==> src/rtl/dispensador_cambio.sv <==
// Change-note payout controller: runs the dispenser motor once per note and confirms each note at the exit sensor.
// Optional build macro CAMBIO_REINTENTO_EN allows one extra motor attempt per note before declaring a jam.
module dispensador_cambio #(
  parameter int MOTOR_CICLOS = 4,
  parameter int TIMEOUT      = 16,
  parameter int PAUSA_CICLOS = 2
) (
  input  logic       clk,
  input  logic       reset,
  input  logic       inicio,
  input  logic [2:0] vuelto,
  input  logic       sensor_billete,
  output logic       motor,
  output logic       ocupado,
  output logic       listo,
  output logic       falla,
  output logic [2:0] entregados
);

  localparam int MAX_MP = (MOTOR_CICLOS > PAUSA_CICLOS) ? MOTOR_CICLOS : PAUSA_CICLOS;
  localparam int MAX_C  = (MAX_MP > TIMEOUT) ? MAX_MP : TIMEOUT;
  localparam int CW     = (MAX_C > 1) ? $clog2(MAX_C) : 1;

  localparam logic [CW-1:0] MOTOR_FIN   = CW'(MOTOR_CICLOS - 1);
  localparam logic [CW-1:0] TIMEOUT_FIN = CW'(TIMEOUT - 1);
  localparam logic [CW-1:0] PAUSA_FIN   = CW'(PAUSA_CICLOS - 1);

  typedef enum logic [2:0] {
    REPOSO = 3'd0,
    MOTOR  = 3'd1,
    ESPERA = 3'd2,
    PAUSA  = 3'd3,
    FIN    = 3'd4,
    FALLA  = 3'd5
  } estado_t;

  estado_t       estado_q, estado_d;
  logic [CW-1:0] cnt_q, cnt_d;
  logic [2:0]    pendiente_q, pendiente_d;
  logic [2:0]    entregados_q, entregados_d;
  logic          visto_q, visto_d;
  logic          sens_q, sens_prev_q;
  logic          motor_q, motor_d;
  logic          ocupado_q, ocupado_d;
  logic          listo_q, listo_d;
  logic          falla_q, falla_d;
  logic          flanco_s;
  logic          en_intento_s;

`ifdef CAMBIO_REINTENTO_EN
  logic          reintento_q, reintento_d;
`endif

  assign flanco_s     = sens_q & ~sens_prev_q;
  assign en_intento_s = (estado_q == MOTOR) || (estado_q == ESPERA);

  // Registered exit sensor and its previous sample for rising-edge detection.
  always_ff @(posedge clk or posedge reset) begin
    if (reset) begin
      sens_q      <= 1'b0;
      sens_prev_q <= 1'b0;
    end else begin
      sens_q      <= sensor_billete;
      sens_prev_q <= sens_q;
    end
  end

  // State, timer, note counters and registered outputs.
  always_ff @(posedge clk or posedge reset) begin
    if (reset) begin
      estado_q     <= REPOSO;
      cnt_q        <= '0;
      pendiente_q  <= 3'd0;
      entregados_q <= 3'd0;
      visto_q      <= 1'b0;
      motor_q      <= 1'b0;
      ocupado_q    <= 1'b0;
      listo_q      <= 1'b0;
      falla_q      <= 1'b0;
    end else begin
      estado_q     <= estado_d;
      cnt_q        <= cnt_d;
      pendiente_q  <= pendiente_d;
      entregados_q <= entregados_d;
      visto_q      <= visto_d;
      motor_q      <= motor_d;
      ocupado_q    <= ocupado_d;
      listo_q      <= listo_d;
      falla_q      <= falla_d;
    end
  end

`ifdef CAMBIO_REINTENTO_EN
  // Marks that the current note has already used its single retry.
  always_ff @(posedge clk or posedge reset) begin
    if (reset) begin
      reintento_q <= 1'b0;
    end else begin
      reintento_q <= reintento_d;
    end
  end
`endif

  // Next-state logic; outputs are decoded from the next state so they change on the same edge.
  always_comb begin
    estado_d     = estado_q;
    cnt_d        = cnt_q;
    pendiente_d  = pendiente_q;
    entregados_d = entregados_q;
    visto_d      = visto_q | (flanco_s & en_intento_s);
`ifdef CAMBIO_REINTENTO_EN
    reintento_d  = reintento_q;
`endif

    case (estado_q)
      REPOSO, FALLA: begin
        if (inicio && (vuelto != 3'd0)) begin
          pendiente_d  = vuelto;
          entregados_d = 3'd0;
          cnt_d        = '0;
          visto_d      = 1'b0;
`ifdef CAMBIO_REINTENTO_EN
          reintento_d  = 1'b0;
`endif
          estado_d     = MOTOR;
        end else if (inicio && (estado_q == REPOSO)) begin
          entregados_d = 3'd0;
          estado_d     = FIN;
        end else begin
          estado_d     = estado_q;
        end
      end

      MOTOR: begin
        if (cnt_q == MOTOR_FIN) begin
          cnt_d    = '0;
          estado_d = ESPERA;
        end else begin
          cnt_d    = cnt_q + {{(CW-1){1'b0}}, 1'b1};
        end
      end

      ESPERA: begin
        if (visto_q || flanco_s) begin
          pendiente_d  = pendiente_q - 3'd1;
          entregados_d = entregados_q + 3'd1;
          visto_d      = 1'b0;
          cnt_d        = '0;
`ifdef CAMBIO_REINTENTO_EN
          reintento_d  = 1'b0;
`endif
          estado_d     = PAUSA;
        end else if (cnt_q == TIMEOUT_FIN) begin
          cnt_d   = '0;
          visto_d = 1'b0;
`ifdef CAMBIO_REINTENTO_EN
          if (!reintento_q) begin
            reintento_d = 1'b1;
            estado_d    = PAUSA;
          end else begin
            estado_d    = FALLA;
          end
`else
          estado_d = FALLA;
`endif
        end else begin
          cnt_d = cnt_q + {{(CW-1){1'b0}}, 1'b1};
        end
      end

      PAUSA: begin
        visto_d = 1'b0;
        if (cnt_q == PAUSA_FIN) begin
          cnt_d = '0;
          if (pendiente_q == 3'd0) begin
            estado_d = FIN;
          end else begin
            estado_d = MOTOR;
          end
        end else begin
          cnt_d = cnt_q + {{(CW-1){1'b0}}, 1'b1};
        end
      end

      FIN: begin
        estado_d = REPOSO;
      end

      default: begin
        estado_d = REPOSO;
        cnt_d    = '0;
      end
    endcase

    motor_d   = (estado_d == MOTOR);
    ocupado_d = (estado_d == MOTOR) || (estado_d == ESPERA) || (estado_d == PAUSA);
    listo_d   = (estado_d == FIN);
    falla_d   = (estado_d == FALLA);
  end

  assign motor      = motor_q;
  assign ocupado    = ocupado_q;
  assign listo      = listo_q;
  assign falla      = falla_q;
  assign entregados = entregados_q;

endmodule

==> config.mk <==
export PLATFORM = sky130hd
export DESIGN_NAME = dispensador_cambio
export DESIGN_NICKNAME = d
export VERILOG_FILES = /design/src/rtl/dispensador_cambio.sv
export SDC_FILE = /design/constraint.sdc
export NUM_CORES = 1
export LEC_CHECK = 0
export BUFFER_PORTS_ARGS = -buffer_cell sky130_fd_sc_hd__buf_4
export CORE_UTILIZATION = 50
export DETAILED_ROUTE_END_ITERATION = 8
export GPL_TIMING_DRIVEN = 0
export PLACE_DENSITY = 0.74
export SETUP_SLACK_MARGIN = 0.02
export SLEW_MARGIN = 30
export SYNTH_ARGS = -nofsm -noshare
export SYNTH_HDL_FRONTEND = slang
export SYNTH_SLANG_ARGS = --single-unit
==> constraint.sdc <==
create_clock -name clk -period 4.7 [get_ports clk]
set_input_delay 0.235 -clock clk [delete_from_list [all_inputs] [get_ports clk]]
set_output_delay 0.235 -clock clk [all_outputs]
set_load 0.01 [all_outputs]
### Word level (Yosys, flattened, before mapping)

Cells that the tools add are included.

* input port bits: 7
* output and inout port bits: 7
* bits in read-only memories: 0
* bits in writable memories: 0
* memories: 0
* bits in registers: 20
* latch bits: 0
* word-level logic and storage cells: 74

* reductions and logical operators: 14
* bitwise operators: 5
* divide/modulo/power cells: 0
* $add $sub $neg: 3
* multipliers: 0
* $lt $le $gt $ge: 0
* equality and inequality tests: 16
* shifts and indexed selects: 0
* mux-type cells: 25

Operators by type and width (number)
* 3-bit 2-to-1 mux: 12
* 4-bit 2-to-1 mux: 5
* 4-bit case mux with 5 select lines: 1
* 3-bit by 2-bit == test with 1-bit output (second input constant): 4
* 3-bit == test (second input constant): 4
* 3-bit case mux with 2 select lines: 2
* 3-bit case mux with 4 select lines: 1
* 3-bit by 1-bit == test with 1-bit output (second input constant): 2
* 3-bit logical NOT: 2
* 3-bit AND reduction: 2
* 4-bit by 1-bit adder with 4-bit output (second input constant): 1
* 4-bit by 1-bit == test with 1-bit output (second input constant): 1
* 4-bit by 2-bit == test with 1-bit output (second input constant): 1
* 4-bit == test (second input constant): 1
* 1-bit logical OR: 4
* 3-bit by 1-bit adder with 3-bit output (second input constant): 1
* 1-bit 2-to-1 mux: 3
* 3-bit != test (second input constant): 1
* 1-bit case mux with 3 select lines: 1
* 3-bit nonzero test: 1
* 3-bit by 1-bit subtractor with 3-bit output (second input constant): 1
* 1-bit bitwise AND: 2
* 1-bit logical AND: 2
* 2-bit by 1-bit != test with 1-bit output (second input constant): 1
* other kinds (6): 7

### Depth between registers and ports, before layout

* depth after elaboration: 8
* mapped depth: 7

### Worst setup path after synthesis

No wires, ideal clock.

* kind: reg2reg
* from: reg cnt_q[0]
* to: reg cnt_q[3]
* setup slack: 3065 ps
* period minus slack after synthesis: 1635 ps
* cell stages (with the launch flop): 6
* path buffers: 0
* arrival: 1503 ps
* cell sequence: dfrtp_1 > ha_1 > or3b_1 > nand2b_1 > a32oi_1 > o22ai_1

* cells in the longest elaborated chain, start to end: 4
* elaborated cells on any way between the ends: 9
* those cells by class: add/sub: 1; eq/ne: 3; mux: 5

Ends and longest elaborated chain
* start, declared: RTL line 38 `logic [CW-1:0] cnt_q, cnt_d;`
* start signal, assigned: RTL line 82 `cnt_q <= cnt_d;`
* 4-bit by 1-bit adder with 4-bit output or 4-bit == test (tied branches)
* 4-bit 2-to-1 mux: RTL line 153 `end else if (cnt_q == TIMEOUT_FIN) begin`
* 4-bit 2-to-1 mux: RTL line 144 `if (visto_q || flanco_s) begin`
* 4-bit case mux with 5 select lines *: RTL line 115 `case (estado_q)`

Every way passes the cells marked *; elsewhere a longest branch is shown, timed or not.
A chain may end at the register's enable or synchronous reset.

### Worst setup path in the final report

Same ends and word-level chain as after synthesis.

==> impl_metrics.env <==
export IMPL_fin_setup_tns_ns=0
export IMPL_synth_cell_type_count=48
export IMPL_worstPathMaxFanout=6
export IMPL_synth_top_cell_area_share_pct=42.11
export IMPL_finalInstanceArea_mm2=0.001358
export IMPL_io_pins=14
export IMPL_layout_commonest_cell="dfrtp_1"
export IMPL_path_cells="ha_1, or3b_1, nand2b_1, a32oi_1, o22ai_1"
export IMPL_critical_path_class="register to register"
export IMPL_syn_inst=120
export IMPL_cts_tree="yes"
export IMPL_die_area_mm2=0.002576
export IMPL_yosys_warnings=0
export IMPL_cp_data_required_time_ns=4.88
export IMPL_h_tree_depth=1
export IMPL_cts_made_buffers=3
export IMPL_placed_area_mm2=0.001321
export IMPL_grt_pass1_vias=1053
export IMPL_clk_latency_ns=0.30
export IMPL_status="finished clean"
export IMPL_slew_headroom_pct=50.23
export IMPL_grt_start_max_net_pins=21
export IMPL_fmax_mhz=526.8
export IMPL_post_cts_buffers=0
export IMPL_clkTransAtPathRegs_ns=0.11
export IMPL_synth_edf_count=0
export IMPL_rows=17
export IMPL_fin_skew_ns=0.0009230
export IMPL_cts_resized=0
export IMPL_track_usage_pct=24.21
export IMPL_wl_per_cell_um=15.39
export IMPL_area_growth_synth_to_final_pct=14.21
export IMPL_hold_path_class="input pin to register"
export IMPL_antenna_found_initial=0
export IMPL_drc=0
export IMPL_vias_per_cell=6.133
export IMPL_worst_path_largest_cell_delay_ns=0.45
export IMPL_dr_first_iter_drc_count=41
export IMPL_port_buffers=13
export IMPL_drive_gt1_share_pct=23.36
export IMPL_synthTopCellsByArea="dfrtp_1, ha_1, inv_1, nand2_1, nand2b_1"
export IMPL_drtPass1Iterations=4
export IMPL_worstMarginPinSlew_ns=0.7457
export IMPL_finalCritPeriodShare_pct=40.39
export IMPL_synth_sequential_area_ratio_pct=42.11
export IMPL_crit_slowest_cell="dfrtp_1"
export IMPL_yosys_area_top_type="dfrtp_1"
export IMPL_setup_viol=0
export IMPL_critPathCaptureType="register"
export IMPL_p_leak_nw=0.6382
export IMPL_die_w_um=50.76
export IMPL_min_period_ns=1.898
export IMPL_worstPathArrival_ns=2.08
export IMPL_syn_nets=132
export IMPL_ys_flop_type="dfrtp_1"
export IMPL_clock_tree_root_cell="clkbuf_4"
export IMPL_gr_total_overflow=0
export IMPL_nets=150
export IMPL_slew_violations=0
export IMPL_initial_core_util_pct=53.22
export IMPL_rsz0062_at_grt="no"
export IMPL_layout_common_cells="dfrtp_1, buf_4, inv_1"
export IMPL_cp_start_kind="register"
export IMPL_synth_avg_cell_area_um2=9.905
export IMPL_async_reset_ff_share_pct=100.0
export IMPL_die_y_um=50.76
export IMPL_via_count=1012
export IMPL_power_density_mw_per_mm2=551.6
export IMPL_place_congestion=0.8771
export IMPL_cts_sinks=20
export IMPL_cts_hold_buf=0
export IMPL_grt_pass1_wl_mm=4.595
export IMPL_num_antenna_cells=0
export IMPL_ir_drop_mv=0.3540
export IMPL_ys_ff_latch=20
export IMPL_finalWirelength_mm=2.540
export IMPL_hold_violations=0
export IMPL_synth_area_mm2=0.001189
export IMPL_core_mm2=0.002233
export IMPL_ant_nets=0
export IMPL_dp_hpwl_mm=1.809
export IMPL_maxCapViolCount=0
export IMPL_clock_tree_buffer_depth=2
==> critical path: cells and delay by family, from the launching register on <==
| family | cells | cell delay (ns) |
|---|---|---|
| and+or+nand+nor | 2 | 0.62 |
| AOI/OAI and AO/OA | 2 | 0.49 |
| adders and majority gates | 1 | 0.23 |
| DFF | 1 | 0.45 |
==> per-layer routing <==
layer	global-route usage, %	routed length [um]
met5	0	0
met4	11.57	53
met3	4.848	170
met2	39.78	1222
met1	30.25	1093
==> cells in the mapped netlist (2+ instances only) <==
cell	instances
a21oi_1	3
a41o_1	2
o22ai_1	3
a31oi_1	2
dfrtp_1	20
nand2_1	9
nand2b_1	5
nand3_1	3
o31ai_1	4
nor3b_2	2
nor2_1	3
a211oi_1	2
a32oi_1	2
inv_1	10
ha_1	5
o21ai_1	5
nor2b_1	3
or3b_1	3
buf_2	4
o21ai_0	2
==> worst paths after layout <==
path	end	from	depth (start not counted)	slack, ns
max in group asynchronous	pendiente_q[1]	reset	2	4.19
worst min register to register	sens_prev_q	sens_q	0	0.41
worst max-delay path	cnt_q[3]	cnt_q[0]	5	2.80
worst max register to register	cnt_q[3]	cnt_q[0]	5	2.80
min in group asynchronous	falla	reset	2	0.05
worst min-delay path	sens_q	sensor_billete	1	0.03
==> state kept, by name, summed over array words and instances (netlist names) <==
| register | cells |
|---|---|
| entregados | 3 |
| falla | 1 |
| ocupado | 1 |
| listo | 1 |
| cnt_q | 4 |
| pendiente_q | 3 |
| sens_prev_q | 1 |
| motor | 1 |
| estado_q | 3 |
| visto_q | 1 |
| sens_q | 1 |
==> per-stage QoR <==
step                instances  total power [mW]  hold slack (ns)  utilization (%)  setup WS (ns)
finish                    165            0.7489          0.03156            60.78          2.802
floorplan                 120            0.5424           0.1988                -          3.065
global route              165            0.8098          0.02617            60.78          2.659
detailed placement        161            0.6415           0.3461            59.16          2.832
global placement          161            0.6286           0.3439            59.16          2.874
CTS                       165            0.7474          0.02725            60.78          2.810
==> layout make-up <==
type,count,area (um^2)
Tap cell,28,35.03
Buffer,4,20.02
Fill cell,210,875.8
Timing Repair Buffer,13,97.59
Sequential cell,20,500.5
Multi-Input combinational cell,85,626.9
Clock buffer,4,36.28
Inverter,11,41.29
==> power breakdown <==
part | internal [mW] | switching (mW)
Sequential | 0.227 | 0.0402
Combinational | 0.165 | 0.215
Clock | 0.0473 | 0.0534
Total | 0.440 | 0.309
==> kinds of logic (layout without fill, tap and decap cells) <==
| logic type | count (synthesis) | after routing | synth area share (%) |
|---|---|---|---|
| multiplexers | 1 | 1 | 0.9473 |
| XOR/XNOR | 1 | 1 | 0.7370 |
| buffers and inverters | 15 | 32 | 5.158 |
| AO/OA/AOI/OAI | 39 | 39 | 24.95 |
| flip-flops | 20 | 20 | 42.11 |
| AND/OR/NAND/NOR | 39 | 39 | 20.84 |
| adder cells (fa/ha/maj) | 5 | 5 | 5.263 |
No activity file was read; power rests on OpenSTA's default activity.
